## src/rtl/xnor_pkg.sv

```systemverilog
// Shared types for the convolution address sequencer: FSM state encoding and
// default-width address/dimension types.
package xnor_pkg;

    localparam int unsigned ADDR_W_DEF = 32;
    localparam int unsigned DIM_W_DEF  = 16;

    typedef logic [ADDR_W_DEF-1:0] addr_t;
    typedef logic [DIM_W_DEF-1:0]  dim_t;

    typedef enum logic [1:0] {
        ST_IDLE = 2'd0,
        ST_RUN  = 2'd1,
        ST_DONE = 2'd2
    } state_t;

    // Padding on each border of a square kernel when padding is enabled.
    function automatic int unsigned pad_amount(input int unsigned ks);
        return (ks - 32'd1) / 32'd2;
    endfunction

endpackage

```

## src/rtl/loop_counter.sv

```systemverilog
// One level of a nested loop: counts 0, step, 2*step ... while <= limit, then
// wraps to 0. wrap_o flags the enabled step that wraps.
module loop_counter #(
    parameter int unsigned W = 32
) (
    input  logic         clk_i,
    input  logic         rst_ni,
    input  logic         clear_i,
    input  logic         en_i,
    input  logic [W-1:0] limit_i,
    input  logic [W-1:0] step_i,
    output logic [W-1:0] value_o,
    output logic         wrap_o
);

    logic [W-1:0] value_q;
    logic [W-1:0] value_d;
    logic [W:0]   sum_s;

    // Next value; the sum is one bit wider so the limit compare cannot alias.
    always_comb begin
        sum_s   = {1'b0, value_q} + {1'b0, step_i};
        wrap_o  = en_i && (sum_s > {1'b0, limit_i});
        value_d = value_q;
        if (clear_i) begin
            value_d = {W{1'b0}};
        end else if (en_i) begin
            value_d = wrap_o ? {W{1'b0}} : sum_s[W-1:0];
        end else begin
            value_d = value_q;
        end
    end

    // Counter register.
    always_ff @(posedge clk_i) begin
        if (!rst_ni) begin
            value_q <= {W{1'b0}};
        end else begin
            value_q <= value_d;
        end
    end

    assign value_o = value_q;

endmodule

```

## src/rtl/conv_address_sequencer.sv

```systemverilog
// Convolution address sequencer: walks oc x origins x channel-words x kernel taps
// and emits input/weight/output word addresses. ADDRGEN_PADDING_EN adds zero padding.
module conv_address_sequencer
    import xnor_pkg::*;
#(
    parameter int unsigned KS        = 3,
    parameter int unsigned WORD_BITS = 32,
    parameter int unsigned ADDR_W    = 32,
    parameter int unsigned DIM_W     = 16
) (
    input  logic              clk_i,
    input  logic              rst_ni,
    input  logic [DIM_W-1:0]  iw_i,
    input  logic [DIM_W-1:0]  ih_i,
    input  logic [DIM_W-1:0]  ic_i,
    input  logic [DIM_W-1:0]  oc_i,
    input  logic [1:0]        stride_i,
    input  logic              start_i,
    output logic              busy_o,
    output logic              done_o,
    output logic              valid_o,
    input  logic              ready_i,
    output logic [ADDR_W-1:0] index_input_o,
    output logic [ADDR_W-1:0] index_weight_o,
    output logic [ADDR_W-1:0] index_output_o,
`ifdef ADDRGEN_PADDING_EN
    input  logic              pad_i,
    output logic              pad_o,
`endif
    output logic              last_o
);

    localparam int unsigned     LOG2W  = $clog2(WORD_BITS);
    localparam logic [ADDR_W-1:0] ZERO_A = {ADDR_W{1'b0}};
    localparam logic [ADDR_W-1:0] ONE_A  = ADDR_W'(1);
    localparam logic [ADDR_W-1:0] KS_A   = ADDR_W'(KS);
    localparam logic [ADDR_W-1:0] KS_LIM = ADDR_W'(KS - 1);

    state_t             state_q, state_d;
    logic               valid_q, valid_d;
    logic               busy_q, busy_d;
    logic               done_q, done_d;
    logic [DIM_W-1:0]   iw_q, iw_d, ih_q, ih_d, ic_q, ic_d, oc_q, oc_d;
    logic [1:0]         stride_q, stride_d;
    logic [ADDR_W-1:0]  pix_q, pix_d;

    logic               clear_s, adv_s, final_s, degen_s, last_s, pad_tap_s;
    logic [ADDR_W-1:0]  p_in_s, p_s, step_s, icw_s, iw_a_s, ih_a_s;
    logic [ADDR_W-1:0]  oc_lim_s, icw_lim_s, ox_lim_s, oy_lim_s;
    logic [ADDR_W-1:0]  oci_v, oy_v, ox_v, ico_v, wj_v, wi_v;
    logic               oci_wrap, oy_wrap, ox_wrap, ico_wrap, wj_wrap, wi_wrap;
    logic [ADDR_W-1:0]  cx_s, cy_s, ix_s, iy_s, in_idx_s, wt_idx_s;

`ifdef ADDRGEN_PADDING_EN
    localparam logic [ADDR_W-1:0] HALF_A = ADDR_W'(pad_amount(KS));
    logic pad_q, pad_d;
    assign p_in_s = pad_i ? HALF_A : ZERO_A;
    assign p_s    = pad_q ? HALF_A : ZERO_A;
`else
    assign p_in_s = ZERO_A;
    assign p_s    = ZERO_A;
`endif

    // A job with no channel words, no output channels or no legal origin emits nothing.
    always_comb begin
        degen_s = ((ic_i >> LOG2W) == {DIM_W{1'b0}})
               || (oc_i == {DIM_W{1'b0}})
               || ((ADDR_W'(iw_i) + p_in_s + p_in_s) < KS_A)
               || ((ADDR_W'(ih_i) + p_in_s + p_in_s) < KS_A);
    end

    // Loop limits and stride derived from the latched job.
    always_comb begin
        iw_a_s    = ADDR_W'(iw_q);
        ih_a_s    = ADDR_W'(ih_q);
        step_s    = (stride_q == 2'd0) ? ONE_A : ADDR_W'(stride_q);
        icw_s     = ADDR_W'(ic_q >> LOG2W);
        oc_lim_s  = ADDR_W'(oc_q) - ONE_A;
        icw_lim_s = icw_s - ONE_A;
        ox_lim_s  = iw_a_s + p_s + p_s - KS_A;
        oy_lim_s  = ih_a_s + p_s + p_s - KS_A;
    end

    assign adv_s = valid_q && ready_i;

    loop_counter #(.W(ADDR_W)) u_wi (
        .clk_i(clk_i), .rst_ni(rst_ni), .clear_i(clear_s), .en_i(adv_s),
        .limit_i(KS_LIM), .step_i(ONE_A), .value_o(wi_v), .wrap_o(wi_wrap));
    loop_counter #(.W(ADDR_W)) u_wj (
        .clk_i(clk_i), .rst_ni(rst_ni), .clear_i(clear_s), .en_i(wi_wrap),
        .limit_i(KS_LIM), .step_i(ONE_A), .value_o(wj_v), .wrap_o(wj_wrap));
    loop_counter #(.W(ADDR_W)) u_ico (
        .clk_i(clk_i), .rst_ni(rst_ni), .clear_i(clear_s), .en_i(wj_wrap),
        .limit_i(icw_lim_s), .step_i(ONE_A), .value_o(ico_v), .wrap_o(ico_wrap));
    loop_counter #(.W(ADDR_W)) u_ox (
        .clk_i(clk_i), .rst_ni(rst_ni), .clear_i(clear_s), .en_i(ico_wrap),
        .limit_i(ox_lim_s), .step_i(step_s), .value_o(ox_v), .wrap_o(ox_wrap));
    loop_counter #(.W(ADDR_W)) u_oy (
        .clk_i(clk_i), .rst_ni(rst_ni), .clear_i(clear_s), .en_i(ox_wrap),
        .limit_i(oy_lim_s), .step_i(step_s), .value_o(oy_v), .wrap_o(oy_wrap));
    loop_counter #(.W(ADDR_W)) u_oci (
        .clk_i(clk_i), .rst_ni(rst_ni), .clear_i(clear_s), .en_i(oy_wrap),
        .limit_i(oc_lim_s), .step_i(ONE_A), .value_o(oci_v), .wrap_o(oci_wrap));

    assign final_s = oci_wrap;

    // Origin counters run from 0, so tap coordinates are shifted back by P.
    always_comb begin
        cx_s     = ox_v + wi_v;
        cy_s     = oy_v + wj_v;
        ix_s     = cx_s - p_s;
        iy_s     = cy_s - p_s;
`ifdef ADDRGEN_PADDING_EN
        pad_tap_s = (cx_s < p_s) || (cx_s >= (iw_a_s + p_s))
                 || (cy_s < p_s) || (cy_s >= (ih_a_s + p_s));
`else
        pad_tap_s = 1'b0;
`endif
        in_idx_s = ico_v * iw_a_s * ih_a_s + iy_s * iw_a_s + ix_s;
        wt_idx_s = ((oci_v * icw_s + ico_v) * KS_A + wj_v) * KS_A + wi_v;
        last_s   = valid_q && (ico_v == icw_lim_s) && (wj_v == KS_LIM) && (wi_v == KS_LIM);
    end

    // Job control: latch on start, count pixels, step through IDLE/RUN/DONE.
    always_comb begin
        state_d  = state_q;
        valid_d  = valid_q;
        busy_d   = busy_q;
        done_d   = 1'b0;
        clear_s  = 1'b0;
        pix_d    = pix_q;
        iw_d     = iw_q;
        ih_d     = ih_q;
        ic_d     = ic_q;
        oc_d     = oc_q;
        stride_d = stride_q;
`ifdef ADDRGEN_PADDING_EN
        pad_d    = pad_q;
`endif
        case (state_q)
            ST_IDLE: begin
                if (start_i) begin
                    iw_d     = iw_i;
                    ih_d     = ih_i;
                    ic_d     = ic_i;
                    oc_d     = oc_i;
                    stride_d = stride_i;
`ifdef ADDRGEN_PADDING_EN
                    pad_d    = pad_i;
`endif
                    clear_s  = 1'b1;
                    pix_d    = ZERO_A;
                    valid_d  = !degen_s;
                    busy_d   = 1'b1;
                    state_d  = ST_RUN;
                end else begin
                    state_d  = ST_IDLE;
                end
            end
            ST_RUN: begin
                if (!valid_q) begin
                    state_d = ST_DONE;
                    done_d  = 1'b1;
                end else if (adv_s) begin
                    if (last_s) begin
                        pix_d = pix_q + ONE_A;
                    end else begin
                        pix_d = pix_q;
                    end
                    if (final_s) begin
                        valid_d = 1'b0;
                        done_d  = 1'b1;
                        state_d = ST_DONE;
                    end else begin
                        state_d = ST_RUN;
                    end
                end else begin
                    state_d = ST_RUN;
                end
            end
            ST_DONE: begin
                busy_d  = 1'b0;
                state_d = ST_IDLE;
            end
            default: begin
                valid_d = 1'b0;
                busy_d  = 1'b0;
                state_d = ST_IDLE;
            end
        endcase
    end

    // State, job registers and pixel counter.
    always_ff @(posedge clk_i) begin
        if (!rst_ni) begin
            state_q  <= ST_IDLE;
            valid_q  <= 1'b0;
            busy_q   <= 1'b0;
            done_q   <= 1'b0;
            pix_q    <= ZERO_A;
            iw_q     <= {DIM_W{1'b0}};
            ih_q     <= {DIM_W{1'b0}};
            ic_q     <= {DIM_W{1'b0}};
            oc_q     <= {DIM_W{1'b0}};
            stride_q <= 2'd0;
`ifdef ADDRGEN_PADDING_EN
            pad_q    <= 1'b0;
`endif
        end else begin
            state_q  <= state_d;
            valid_q  <= valid_d;
            busy_q   <= busy_d;
            done_q   <= done_d;
            pix_q    <= pix_d;
            iw_q     <= iw_d;
            ih_q     <= ih_d;
            ic_q     <= ic_d;
            oc_q     <= oc_d;
            stride_q <= stride_d;
`ifdef ADDRGEN_PADDING_EN
            pad_q    <= pad_d;
`endif
        end
    end

    assign valid_o        = valid_q;
    assign busy_o         = busy_q;
    assign done_o         = done_q;
    assign last_o         = last_s;
    assign index_input_o  = (valid_q && !pad_tap_s) ? in_idx_s : ZERO_A;
    assign index_weight_o = valid_q ? wt_idx_s : ZERO_A;
    assign index_output_o = valid_q ? pix_q : ZERO_A;
`ifdef ADDRGEN_PADDING_EN
    assign pad_o          = valid_q && pad_tap_s;
`endif

endmodule

```

## config.mk

```make
export PLATFORM = sky130hd
export DESIGN_NAME = conv_address_sequencer
export DESIGN_NICKNAME = d
export VERILOG_FILES = /design/src/rtl/xnor_pkg.sv /design/src/rtl/loop_counter.sv /design/src/rtl/conv_address_sequencer.sv
export SDC_FILE = /design/constraint.sdc
export NUM_CORES = 2
export LEC_CHECK = 0
export ABC_AREA = 1
export ABC_CLOCK_PERIOD_IN_PS = 29300
export CAP_MARGIN = 5
export CORE_UTILIZATION = 45
export CTS_BUF_LIST = sky130_fd_sc_hd__clkbuf_8 sky130_fd_sc_hd__clkbuf_16
export DETAILED_ROUTE_END_ITERATION = 16
export DONT_BUFFER_PORTS = 1
export PLACE_DENSITY_LB_ADDON = 0.25
export SLEW_MARGIN = 20
export SYNTH_ARGS = -nofsm -noshare
export SYNTH_HDL_FRONTEND = slang
export SYNTH_SLANG_ARGS = --single-unit
```

## constraint.sdc

```tcl
create_clock -name clk_i -period 29.3 [get_ports clk_i]
set_input_delay 2.93 -clock clk_i [delete_from_list [all_inputs] [get_ports clk_i]]
set_output_delay 2.93 -clock clk_i [all_outputs]
set_load 0.02 [all_outputs]
```

==> flow_metrics.env <==
export IMPL_maxSlewViolCount=0
export IMPL_fillerInstances=16200
export IMPL_postSynthCellCount=10100
export IMPL_htree_num_levels=2
export IMPL_rsz0062_at_grt="false"
export IMPL_post_detailed_placement_half_perimeter_wirelength_mm=207
export IMPL_path_class="flop to output port"
export IMPL_gp_congestion=1.01
export IMPL_postRouteAntennaNets=0
export IMPL_clk_root_buffer_cell="clkbuf_16"
export IMPL_timing_final_hold_violations=0
export IMPL_placed_cells=11900
export IMPL_synth_distinct_cells=68
export IMPL_netlist_top_cell_by_area="fa_1"
export IMPL_die_x_um=406
export IMPL_clock_sinks=290
export IMPL_layout_commonest_cell="inv_1"
export IMPL_post_synth_top_area_fraction_pct=36.5
export IMPL_multi_input_area_sq_um=56900
export IMPL_dominantRegCellSynth="dfxtp_1"
export IMPL_critical_path_max_fanout=39
export IMPL_maxCapViolCount=0
export IMPL_vdd_drop_max_mv=0.0442
export IMPL_p_comb_share_pct=24.8
export IMPL_dieHeight_um=406
export IMPL_timing_fmax_mhz=56.5
export IMPL_placement_rows=147
export IMPL_leakage_nw=37.5
export IMPL_drt_wirelength_per_cell_um=20.9
export IMPL_regArea_sq_um=5820
export IMPL_firstDrtPassIters=5
export IMPL_outcome="finished clean"
export IMPL_dpl_instance_area_sq_um=75500
export IMPL_p_int_mw=0.770
export IMPL_clock_tree_buffer_depth=3
export IMPL_final_cell_mix="inv_1 (2,446), nand2_1 (2,361), fa_1 (1,341)"
export IMPL_antenna_found_initial=23
export IMPL_critical_path_startpoint_type="flop"
export IMPL_cts_clk_slew_worst_paths_ns=0.07
export IMPL_clock_tree_from_tritoncts="built"
export IMPL_timing_critical_path_to_type="output port"
export IMPL_drive_gt1_share_pct=2.93
export IMPL_wl_mm=251
export IMPL_tightest_slew_margin_relative_to_the_limit_pct=23.2
export IMPL_flow_area_growth_from_synthesis_pct=4.53
export IMPL_coreArea_sq_um=161000
export IMPL_grt_ovf=0
export IMPL_global_route_usage_over_all_layers_pct=30.9
export IMPL_switching_power_mw=0.475
export IMPL_hold_path_class="flop to flop"
export IMPL_dieArea_sq_um=165000
export IMPL_first_global_vias=65200
export IMPL_via_count=64500
export IMPL_worst_path_max_delay_cell="dfxtp_2"
export IMPL_post_cts_resize_count=0
export IMPL_ys_async_sr_fraction_pct=0
export IMPL_number_of_buffers_added_to_fix_hold_violations_after_cts=0
export IMPL_io_pins=170
export IMPL_cellPowerDensity_nw_per_um2=16.2
export IMPL_setup_violation_total_in_the_final_timing_report=0
export IMPL_postLayoutCellArea_sq_um=76800
export IMPL_fin_nets=11700
export IMPL_clock_power_share_pct=40.9
export IMPL_synthesis_stage_register_bit_count=290
export IMPL_critical_path_top_cell_by_count="fa_1"
export IMPL_slowest_delay_ns=0.74
export IMPL_initialDrtViolationCount=5274
export IMPL_numPortBuffers=0
export IMPL_synth_sequential_area_ratio_pct=7.90
export IMPL_synth_top_cells_by_area="fa_1 (37%), inv_1 (12%), nand2_1 (12%)"
export IMPL_critPathArrivalTime_ns=14.77
export IMPL_tightest_slew_ns=1.14
export IMPL_crit_share_post_route_pct=60.4
export IMPL_numCtsBuffers=36
export IMPL_utilization_pct=47.6
export IMPL_first_pass_grt_wire_length_mm=387
export IMPL_netlist_area_sq_um=73500
export IMPL_post_cts_repair_setup_buffers=0
export IMPL_tns_ns=0
export IMPL_initial_core_util_pct=45.6
export IMPL_avgSynthCellArea_sq_um=7.31
export IMPL_power_sequential_fraction_pct=34.3
export IMPL_final_instance_count_excl_fill=12000
export IMPL_finalClockSkew_ns=0.0414
export IMPL_grt_max_degree=74
export IMPL_drc=0
export IMPL_total_number_of_yosys_warnings=0
export IMPL_clk_latency_ns=0.61
export IMPL_synth_edff_count=0
export IMPL_avgViaCountPerCell=5.37
export IMPL_switching_share_pct=38.2
export IMPL_required_ns=26.37
export IMPL_post_route_min_period_ns=17.70
export IMPL_syn_nets=11900
## metal layers
layer / GRT usage, % / up-vias / share of wire, %
met5: 0 / - / 0.075
met1: 40.5 / 31900 / 41
met3: 6.30 / 498 / 9.0
met4: 14.0 / 24 / 5.2
met2: 49.2 / 2577 / 45
li1: - / 29500 / -
## worst max-delay path: cells and delay by family (launching register included)
| kind | cells | cell delay [ns] |
|---|---|---|
| AND/OR/NAND/NOR | 14 | 1.90 |
| AO/OA/AOI/OAI | 6 | 1.62 |
| adder cells (fa/ha/maj) | 16 | 7.84 |
| XOR/XNOR | 1 | 0.49 |
| buffers and inverters | 12 | 1.54 |
| flip-flops | 1 | 0.74 |
## sequential cells by signal, summed over array words and instances, names as in the netlist
| signal | count |
|---|---|
| busy_o | 1 |
| done_o | 1 |
| ic_q | 11 |
| ih_q | 16 |
| iw_q | 16 |
| oc_q | 16 |
| pix_q | 32 |
| state_q | 2 |
| stride_q | 2 |
| u_ico.value_o | 32 |
| u_oci.value_o | 32 |
| u_ox.value_o | 32 |
| u_oy.value_o | 32 |
| u_wi.value_o | 32 |
| u_wj.value_o | 32 |
| valid_o | 1 |
## metrics by stage
stage	worst slack, ns	power, mW	hold WS, ns
2_1_floorplan	14.37	0.614	0.429
3_3_place_gp	12.34	0.732	0.447
3_5_place_dp	12.30	0.737	0.463
4_1_cts	11.65	1.25	0.474
5_1_grt	10.83	1.29	0.502
6_report	11.60	1.25	0.469
## final timing paths
| check | slack (ns) | cells past startpoint | endpoint | from |
|---|---|---|---|---|
| max | 11.60 | 49 | index_input_o[28] | iw_q[2] |
| min | 0.47 | 2 | stride_q[0] | stride_q[0] |
| max reg2reg | 21.89 | 26 | u_oy.value_o[27] | stride_q[1] |
| min reg2reg | 0.47 | 2 | stride_q[0] | stride_q[0] |
## area by class of cell
| class | count | area share [%] |
|---|---|---|
| sequential | 290 | 7.58 |
| clock inverter | 24 | 0.386 |
| clock buffer | 40 | 1.26 |
| antenna | 17 | 0.0554 |
| multi-input combinational | 6919 | 74.1 |
| tap | 2160 | 3.52 |
| inverter | 2471 | 12.1 |
| timing repair buffer | 102 | 0.997 |
## power groups by stage
stage | Clock [mW] | Sequential [mW] | Combinational, mW
finish | 0.510 | 0.427 | 0.309
detailed placement | 0 | 0.435 | 0.302
global placement | 0 | 0.434 | 0.298
CTS | 0.518 | 0.426 | 0.304
global route | 0.529 | 0.427 | 0.331
floorplan | 0 | 0.419 | 0.195
## synthesized netlist by cell type, drive strengths merged (2+ instances only)
cell / n
a21oi: 448
clkinv: 14
or2: 22
or3: 2
nor2: 750
o211ai: 11
xor2: 282
nor4b: 3
o221ai: 12
o21a: 15
a221oi: 4
nand4: 150
o2111ai: 2
a21boi: 11
a21o: 7
nand3: 298
buf: 97
a211oi: 62
o21ai: 251
ha: 464
and2: 7
o21bai: 12
or4: 2
o41ai: 2
xnor2: 73
nand2: 2372
o311ai: 2
nor4: 73
clkbuf: 280
o31ai: 6
a31oi: 9
nor3b: 6
nand3b: 28
dfxtp: 290
inv: 2457
nor3: 183
and3: 4
fa: 1341
## kinds of logic (layout without fill, tap and decap cells)
family	after synthesis	after routing	synth area share (%)
AND/OR/NAND/NOR	3900	3900	22.2
buffers and inverters	2848	2637	14.7
AO/OA/AOI/OAI	859	859	6.52
XOR/XNOR	355	355	4.24
adder cells (fa/ha/maj)	1805	1805	44.4
other	0	17	0
flip-flops	290	290	7.90
Power figures use the tool's default switching activity.
